### src/rtl/exe_pkg.sv
// Shared types and constants for the execution-unit sequencer and its neighbours.
// Status bit positions must agree with the execution unit's status word.
package exe_pkg;

    localparam int EXE_STATUS_W = 4;

    localparam int OVF_BIT    = 0;
    localparam int ERROR_BIT  = 1;
    localparam int EVEN_BIT   = 2;
    localparam int SINGLE_BIT = 3;

    typedef enum logic [1:0] {
        OP_SUB = 2'b00,
        OP_CMP = 2'b01,
        OP_SHL = 2'b10,
        OP_CHG = 2'b11
    } exe_op_t;

    typedef enum logic [1:0] {
        S_IDLE,
        S_ISSUE,
        S_CAPT,
        S_RESP
    } drv_state_t;

endpackage

### src/rtl/exe_cmd_fifo.sv
// Small command FIFO for the sequencer: registered pointers and occupancy count.
// The head is read combinationally from storage; a push into an empty FIFO shows up one cycle later.
module exe_cmd_fifo #(
    parameter int W     = 18,
    parameter int DEPTH = 4
) (
    input  logic         i_clk,
    input  logic         i_rst,
    input  logic         push,
    input  logic [W-1:0] wr_data,
    input  logic         pop,
    output logic         full,
    output logic         empty,
    output logic [W-1:0] head
);

    localparam int PW = $clog2(DEPTH);
    localparam logic [PW:0] FULL_CNT = (PW+1)'(DEPTH);

    logic [PW-1:0] wr_ptr;
    logic [PW-1:0] rd_ptr;
    logic [PW:0]   count;
    logic [W-1:0]  mem [DEPTH];
    logic          do_push;
    logic          do_pop;

    assign full    = (count == FULL_CNT);
    assign empty   = (count == '0);
    assign do_push = push && !full;
    assign do_pop  = pop && !empty;
    assign head    = mem[rd_ptr];

    always_ff @(posedge i_clk or negedge i_rst) begin
        if (!i_rst) begin
            wr_ptr <= '0;
            rd_ptr <= '0;
            count  <= '0;
        end else begin
            if (do_push) wr_ptr <= wr_ptr + PW'(1);
            if (do_pop)  rd_ptr <= rd_ptr + PW'(1);
            case ({do_push, do_pop})
                2'b10:   count <= count + (PW+1)'(1);
                2'b01:   count <= count - (PW+1)'(1);
                default: count <= count;
            endcase
        end
    end

    // Storage needs no reset: only entries counted as valid are ever read.
    always_ff @(posedge i_clk) begin
        if (do_push) mem[wr_ptr] <= wr_data;
    end

endmodule

### src/rtl/exe_seq_driver.sv
// Command sequencer for the execution unit: issues buffered commands one at a time,
// captures result/status two cycles after issue and hands them out with a saturating error count.
module exe_seq_driver
    import exe_pkg::*;
#(
    parameter int BITS  = 8,
    parameter int DEPTH = 4
) (
    input  logic                    i_clk,
    input  logic                    i_rst,
    input  logic                    in_cmd_valid,
    output logic                    o_cmd_ready,
    input  logic [BITS-1:0]         in_cmd_a,
    input  logic [BITS-1:0]         in_cmd_b,
    input  logic [1:0]              in_cmd_op,
    output logic [BITS-1:0]         o_exe_a,
    output logic [BITS-1:0]         o_exe_b,
    output logic [1:0]              o_exe_op,
    input  logic [BITS-1:0]         in_exe_out,
    input  logic [EXE_STATUS_W-1:0] in_exe_status,
    output logic                    o_res_valid,
    input  logic                    in_res_ready,
    output logic [BITS-1:0]         o_res_data,
    output logic [EXE_STATUS_W-1:0] o_res_status,
    output logic [1:0]              o_res_op,
    output logic [7:0]              o_err_cnt,
    output logic                    o_busy
);

    localparam int CW = 2*BITS + 2;

    drv_state_t      state;
    drv_state_t      state_nxt;
    logic            fifo_full;
    logic            fifo_empty;
    logic            fifo_pop;
    logic [CW-1:0]   fifo_head;

    assign o_cmd_ready = !fifo_full;
    assign o_res_valid = (state == S_RESP);
    assign o_busy      = (state != S_IDLE) || !fifo_empty;

    exe_cmd_fifo #(
        .W     (CW),
        .DEPTH (DEPTH)
    ) u_fifo (
        .i_clk   (i_clk),
        .i_rst   (i_rst),
        .push    (in_cmd_valid),
        .wr_data ({in_cmd_op, in_cmd_b, in_cmd_a}),
        .pop     (fifo_pop),
        .full    (fifo_full),
        .empty   (fifo_empty),
        .head    (fifo_head)
    );

    always_ff @(posedge i_clk or negedge i_rst) begin
        if (!i_rst) state <= S_IDLE;
        else        state <= state_nxt;
    end

    always_comb begin
        state_nxt = state;
        fifo_pop  = 1'b0;
        case (state)
            S_IDLE: begin
                if (!fifo_empty) begin
                    fifo_pop  = 1'b1;
                    state_nxt = S_ISSUE;
                end
            end
            S_ISSUE: state_nxt = S_CAPT;
            S_CAPT:  state_nxt = S_RESP;
            S_RESP: begin
                if (in_res_ready) begin
                    if (!fifo_empty) begin
                        fifo_pop  = 1'b1;
                        state_nxt = S_ISSUE;
                    end else begin
                        state_nxt = S_IDLE;
                    end
                end
            end
            default: state_nxt = S_IDLE;
        endcase
    end

    // Operands only change on a pop, so they hold through CAPT/RESP/IDLE.
    always_ff @(posedge i_clk or negedge i_rst) begin
        if (!i_rst) begin
            o_exe_a  <= '0;
            o_exe_b  <= '0;
            o_exe_op <= '0;
        end else if (fifo_pop) begin
            {o_exe_op, o_exe_b, o_exe_a} <= fifo_head;
        end
    end

    always_ff @(posedge i_clk or negedge i_rst) begin
        if (!i_rst) begin
            o_res_data   <= '0;
            o_res_status <= '0;
            o_res_op     <= '0;
            o_err_cnt    <= '0;
        end else if (state == S_CAPT) begin
            o_res_data   <= in_exe_out;
            o_res_status <= in_exe_status;
            o_res_op     <= o_exe_op;
            if (in_exe_status[ERROR_BIT] && (o_err_cnt != 8'hFF))
                o_err_cnt <= o_err_cnt + 8'd1;
        end
    end

endmodule

### config.mk
export PLATFORM = sky130hd
export DESIGN_NAME = exe_seq_driver
export DESIGN_NICKNAME = d
export VERILOG_FILES = /design/src/rtl/exe_pkg.sv /design/src/rtl/exe_cmd_fifo.sv /design/src/rtl/exe_seq_driver.sv
export SDC_FILE = /design/constraint.sdc
export NUM_CORES = 1
export LEC_CHECK = 0
export CAP_MARGIN = 20
export CORE_AREA = 4 4 104 106
export CTS_CLUSTER_DIAMETER = 40
export CTS_CLUSTER_SIZE = 28
export DETAILED_ROUTE_END_ITERATION = 16
export DIE_AREA = 0 0 108 110
export PLACE_DENSITY = 0.73
export SETUP_SLACK_MARGIN = 0.5
export SKIP_CTS_REPAIR_TIMING = 1
export SYNTH_ARGS = -nofsm -noshare
export SYNTH_HDL_FRONTEND = slang
export SYNTH_SLANG_ARGS = --single-unit
export TNS_END_PERCENT = 100
### constraint.sdc
create_clock -name i_clk -period 6.1 [get_ports i_clk]
set_clock_uncertainty 0.1 [all_clocks]
set_input_delay 1.525 -clock i_clk [delete_from_list [all_inputs] [get_ports i_clk]]
set_output_delay 1.525 -clock i_clk [all_outputs]
set_load 0.005 [all_outputs]
==> metrics.md <==
| Metric | Value |
|---|---|
| Slowest cell delay on critical path | 0.46 ns |
| Area leader, netlist | edfxtp_1 |
| Main synth FF type | edfxtp_1 |
| Mapped Nets | 302 |
| Die Y | 110 um |
| Via density per instance | 5.207 |
| Die area | 11880 um2 |
| Internal | 2.411 mW |
| Number of synthesis warnings | 0 |
| Gr busiest metal | met2 |
| Mux share of post-synthesis cell area | 0.1786 |
| Switching Share | 0.2825 |
| Crit path launch type | flop |
| First-pass GRT wire length | 14.41 mm |
| Gate Count Post-Synth | 257 |
| Peak Freq | 0.2823 GHz |
| GR Util met2 | 0.2682 |
| Slew HR | 0.3981 |
| Layout area overhead | 31.22% |
| Worst skew pair latency | 0.50 ns |
| Post-Synth Simple-Gate Area | 0.03958 |
| Setup Viol. Count Final | 0 |
| Layout Cells excl Fill | 493 |
| Max VDD drop | 0.2519 mV |
| Met1 usage | 0.2109 |
| Port bufs | 76 |
| Mean cell area of the mapped netlist | 18.69 um2 |
| RSZ-0062 raised after global routing | no |
| Crit end category | output pin |
| Post-synth ARST share | 0.4050 |
| Core Region | 9774 um2 |
| Slowest-stage cell, CP | clkdlybuf4s50_1 |
| DRT iter0 DRCs | 83 |
| Gr usage total | 0.1652 |
| Post-synth top cells | edfxtp_1, dfrtp_1, mux2_2 |
| Antenna cells | 0 |
| Post-layout nets | 392 |
| CP Max Fanout | 5 |
| Vias in the first global route | 2735 |
| Cts bufs inserted | 17 |
| Fin crit share | 0.5806 |
| Routability cong. | 0.8143 |
| Final slew viol count | 0 |
| Most numerous cell in the Yosys netlist | edfxtp_1 |
| Antenna violations before repair | 0 |
| Status | complete, no violations |
| Clk sinks | 121 |
| Number of synthesized register bits | 121 |
| Critical Path RT | 4.47 ns |
| Row count | 36 |
| Cells after DPL | 461 |
| Sequential element share of the synthesized area | 0.7052 |
| CTS tree | yes |
| Crit path cell chain | nor3_2 > nand2_1 > clkdlybuf4s50_1 |
| I/O pin cnt | 77 |
| Drt first pass iters | 6 |
| Least-Margin Pin Slew | 0.9028 ns |
| ANT nets after route | 0 |
| Post-detail-place hpwl | 5.572 mm |
| Worst path arrival time | 1.92 ns |
| Clock share of power | 0.300 |
| Gate power share | 0.310 |
| Global Route met3 Usage | 0.05824 |
| Pin count of the biggest net entering global routing | 50 |
| Clock Tree Root | clkbuf_8 |
| Adder-cell share of the synthesized area | 0.03021 |
| Routed length per placed instance | 18.13 um |
| Compound-gate portion of the synthesized area | 0.01562 |
| Mapped Area | 4805 um2 |
| Reg clk slew, reported paths | 0.06 ns |
| Final Hold Vio Count | 0 |
| Reg power frac | 0.390 |
| Clock buffer depth | 2 |
| HP Class | reg2reg |
| Yosys top cell area share | 0.4500 |
| Htree depth | 4 |
| Number of synthesized flops with an enable pin | 72 |
| XOR/XNOR Fraction of Synth Area | 0.01276 |
| Die Width | 108 um |
| Largest family of logic cells by synthesized area | multiplexers |
| Detailed-route DRC error count | 0 |
| Maxcap violations | 0 |
| Leak | 2.350 nW |
| Share of cells above drive strength 1 | 0.2806 |
| Minimum clock period | 3.542 ns |
| Top cells by area, synth | edfxtp_1, dfrtp_1, mux2_2, mux4_2, ha_1 |
| PwrDens | 532.9 nW/um2 |
| WS Path Type | reg2out |
| Setup TNS | 0 ns |
| FILL cells | 717 |
| Total vias in the final route | 2567 |
| Remaining global-route overflow | 0 |
| Post-synthesis cell type count | 37 |
| Sw power | 948.9 uW |
| Routed wire length | 8.936 mm |
| Starting density of the core | 0.4916 |
[flip-flops by register name, indices dropped and copies added (netlist names), 3 cells and up]
signal,flops
o_exe_a,8
u_fifo.mem,72
o_exe_b,8
o_err_cnt,8
o_res_status,4
o_res_data,8
u_fifo.count,3
[per-layer routing]
metal	part of all wire	wire, um	vias up
li1	-	-	1169
met1	0.43	3810	1302
met2	0.50	4430	88
met3	0.065	578	8
met4	0.013	116	0
met5	0	0	-
[layout by cell type (no fill, tap or decap), types with 3 or more instances in the layout]
cell type	count
and3_2	4
buf_4	3
bufinv_16	3
clkbuf_16	16
clkdlybuf4s50_1	75
clkinvlp_4	3
dfrtp_1	49
edfxtp_1	72
ha_1	10
inv_1	9
inv_6	7
mux2_2	37
mux4_2	18
nand2_1	6
nand3_1	4
nor2_1	5
o21ai_0	3
xnor2_1	3
xor2_1	4
[per-stage QoR]
stage / power (mW) / util / hold slack [ns] / worst slack [ns] / cell area [um2]
global placement: 2.351 / 0.5835 / 0.3884 / 2.657 / 5703
global route: 3.556 / 0.6450 / 0.4273 / 2.395 / 6305
floorplan: 1.923 / - / 0.3947 / 3.012 / 4805
detailed placement: 2.387 / 0.5835 / 0.3940 / 2.591 / 5703
finish: 3.360 / 0.6450 / 0.4039 / 2.558 / 6305
CTS: 3.408 / 0.6450 / 0.4075 / 2.509 / 6305
[worst paths after layout]
path / from / endpoint / slack, ns / cells after the start
worst min-delay path: o_res_data[2] / o_res_data[2] / 0.40 / 1
max in group asynchronous: i_rst / o_exe_a[6] / 4.42 / 2
worst min register to register: o_res_data[2] / o_res_data[2] / 0.40 / 1
worst max register to register: state[0] / o_err_cnt[7] / 3.72 / 5
worst max-delay path: u_fifo.count[0] / o_busy / 2.56 / 3
min in group asynchronous: i_rst / o_res_op[0] / 1.04 / 2
[power groups by stage]
stage                     sequential (mW)  clock, mW  combinational [mW]
after floorplan                      1.27          0               0.654
after global placement               1.32          0                1.03
after detailed placement             1.33          0                1.06
after CTS                            1.32       1.02                1.07
after global routing                 1.35       1.07                1.14
final                                1.31       1.01                1.04
[cell families (layout without fill, tap and decap cells)]
group	count (synthesis)	in the layout
flops	121	121
simple gates	32	32
compound gates	11	11
xor+xnor	7	7
fa+ha+maj	11	11
buf+inv	17	120
mux	58	58
[area by class of cell]
class	count	area [um2]	area share
Inverter	9	33.78	0.005358
Multi-Input combinational cell	119	1336	0.2119
Tap cell	133	166.4	0.02639
Clock inverter	15	187.7	0.02977
Timing Repair Buffer	79	778.2	0.1234
Sequential cell	121	3388	0.5374
Clock buffer	17	414.1	0.06569
[critical path: cells and delay by family (launching register included)]
family	cells	cell delay, ns
and+or+nand+nor	2	0.51
DFF	1	0.44
buffers and inverters	1	0.46
Power figures use the tool's default switching activity.
==> RTL change (same settings) <==
Reset style: synchronous (`i_rst`), changed in 4 clocked blocks.
--- a/src/rtl/exe_cmd_fifo.sv
+++ b/src/rtl/exe_cmd_fifo.sv
@@ -30,7 +30,7 @@
     assign do_pop  = pop && !empty;
     assign head    = mem[rd_ptr];
 
-    always_ff @(posedge i_clk or negedge i_rst) begin
+    always_ff @(posedge i_clk) begin
         if (!i_rst) begin
             wr_ptr <= '0;
             rd_ptr <= '0;
--- a/src/rtl/exe_seq_driver.sv
+++ b/src/rtl/exe_seq_driver.sv
@@ -54,7 +54,7 @@
         .head    (fifo_head)
     );
 
-    always_ff @(posedge i_clk or negedge i_rst) begin
+    always_ff @(posedge i_clk) begin
         if (!i_rst) state <= S_IDLE;
         else        state <= state_nxt;
     end
@@ -86,7 +86,7 @@
     end
 
     // Operands only change on a pop, so they hold through CAPT/RESP/IDLE.
-    always_ff @(posedge i_clk or negedge i_rst) begin
+    always_ff @(posedge i_clk) begin
         if (!i_rst) begin
             o_exe_a  <= '0;
             o_exe_b  <= '0;
@@ -96,7 +96,7 @@
         end
     end
 
-    always_ff @(posedge i_clk or negedge i_rst) begin
+    always_ff @(posedge i_clk) begin
         if (!i_rst) begin
             o_res_data   <= '0;
             o_res_status <= '0;
Check against the original RTL: differs if i_rst is asserted again (counterexample within 4 cycles, from zero or initial values and one cycle with i_rst low); with i_rst held inactive, the same outputs for 10 cycles.
==> RTL change against the unedited design <==
- global-route usage is 1.3 points higher
- sequential cell count unchanged
- setup slack worse by 460 ps
- power fell by 17%
- wire length grew 13%
- critical path depth increased by 2
- design area grew 1.5%
- hold slack got worse by 29 ps
- area after synthesis grew 3.4%
- combinational power shrank 33%
- critical endpoint unchanged
==> RTL change: results (changes against the unedited design) <==
[outcome]
status = finished, final reports clean  ; unchanged

[critical_path]
r2r_slack_ps = 2990  ; was 3720 ps
path_max_fanout = 4  ; was 5
r2r-start = state[0]$_SDFFE_PN0P_  ; was state[0]$_DFFE_PN0P_
cp.arrival_ps = 2380  ; was 1920 ps
r2r-end = u_fifo.count[2]$_SDFFE_PN0P_  ; was o_err_cnt[7]$_DFFE_PN0P_

[cells_and_area]
fin_cells = 567  ; was 493
regMostFlops = u_fifo.mem  ; unchanged
nets = 466  ; was 392
n_antenna_cell = 0  ; unchanged
largest_register_ffs = 72  ; unchanged
drive_gt1_share_pct = 14.5  ; was 28.1%
fill_cells = 718  ; was 717

[routing]
drt-initial-drc-count = 239  ; was 83
drt_pass1_iterations = 5  ; was 6
drt_wl_total_mm = 10.1  ; was 8.94 mm
vias = 3163  ; was 2567

[pwr]
p_leak_uw = 0.00221  ; was 0.00235 uW
p_sw_share_pct = 28.7  ; was 28.2%
p_per_area_mw_per_mm2 = 435  ; was 533 mW/mm2
ir_drop_v = 0.000237  ; was 0.000252 V

[synth]
synth_area_leaders = edfxtp_1, dfxtp_1, mux4_2, mux2i_1, o311ai_0  ; was edfxtp_1, dfrtp_1, mux2_2, mux4_2, ha_1
ys_types = 43  ; was 37
async_reset_ff_share_pct = 0  ; was 40.5%
yosys-top-cells-count = edfxtp_1, dfxtp_1, nand2_1  ; was edfxtp_1, dfrtp_1, mux2_2
ys_seq_area_share_pct = 63.2  ; was 70.5%
syn-num-nets = 393  ; was 302

[global_route]
grt_first_pass_wirelength_mm = 15.9  ; was 14.4 mm
grt_max_degree = 40  ; was 50
grt_pass1_vias = 3038  ; was 2735
gr-usage-all-layers_pct = 17.8  ; was 16.5%

[hold_path]
hold_path.startpoint = o_res_status[1]$_SDFFE_PN0P_  ; was o_res_data[2]$_DFFE_PN0P_
hold-path-cell-count = 2  ; was 1
whs_endpoint = o_res_status[1]$_SDFFE_PN0P_  ; was o_res_data[2]$_DFFE_PN0P_

[place]
place_hpwl_mm = 6.15  ; was 5.57 mm
dp.cells = 534  ; was 461
place_area_mm2 = 0.00580  ; was 0.00570 mm2

[sta]
slew_headroom_pct = 33.8  ; was 39.8%

[clock_network]
htree_num_levels = 4  ; unchanged

RTL change: power groups by stage:
stage	Combinational (uW)	Clock [uW]	Sequential, uW
after floorplan	414	0	1080
after global placement	665	0	1110
after detailed placement	683	0	1120
after CTS	687	1000	1100
after global routing	755	1040	1120
final	694	985	1100
RTL change: final cells by class:
type / instances / area share (%)
Timing Repair Buffer: 80 / 12.4
Clock buffer: 18 / 6.53
Tap cell: 133 / 2.60
Multi-Input combinational cell: 190 / 26.0
Inverter: 11 / 0.645
Sequential cell: 121 / 49.1
Clock inverter: 14 / 2.70
RTL change: logic make-up after synthesis:
kind of cell,Yosys count,synth area share [%]
and+or+nand+nor,95,11.2
DFF,121,63.2
AOI/OAI and AO/OA,45,6.97
xor gates and xnor gates,2,0.353
buffers and inverters,37,3.35
adders and majority gates,11,2.92
muxes,37,12.0
RTL change: worst max path at each step:
stage / start / end / slack (ps)
CTS: state[0]$_SDFFE_PN0P_ / o_busy / 2070
detailed placement: in_res_ready / u_fifo.count[2]$_SDFFE_PN0P_ / 2050
finish: state[0]$_SDFFE_PN0P_ / o_busy / 2090
global route: state[0]$_SDFFE_PN0P_ / o_busy / 1900
floorplan: in_res_ready / u_fifo.count[2]$_SDFFE_PN0P_ / 2710
global placement: in_res_ready / u_fifo.count[2]$_SDFFE_PN0P_ / 2130
RTL change: through the flow:
stage          power [uW]  hold WS (ps)  setup slack [ps]
2_1_floorplan        1500           366              2710
3_3_place_gp         1780           369              2130
3_5_place_dp         1800           361              2050
4_1_cts              2790           371              2070
5_1_grt              2910           388              1900
6_report             2780           375              2090
RTL change: metal layers:
layer	global-route usage (%)	routed length, um	vias to the layer above
li1	-	-	1495
met1	21.8	4340	1571
met2	30.3	5170	92
met3	4.54	557	5
met4	7.30	60	0
met5	0	0	-
RTL change: critical path, cell delays in order, from the launching register on:
cell             delay, ps
dfxtp_1                330
inv_1                  140
ha_1                   210
nor4b_1                550
inv_1                  140
clkdlybuf4s50_1        500
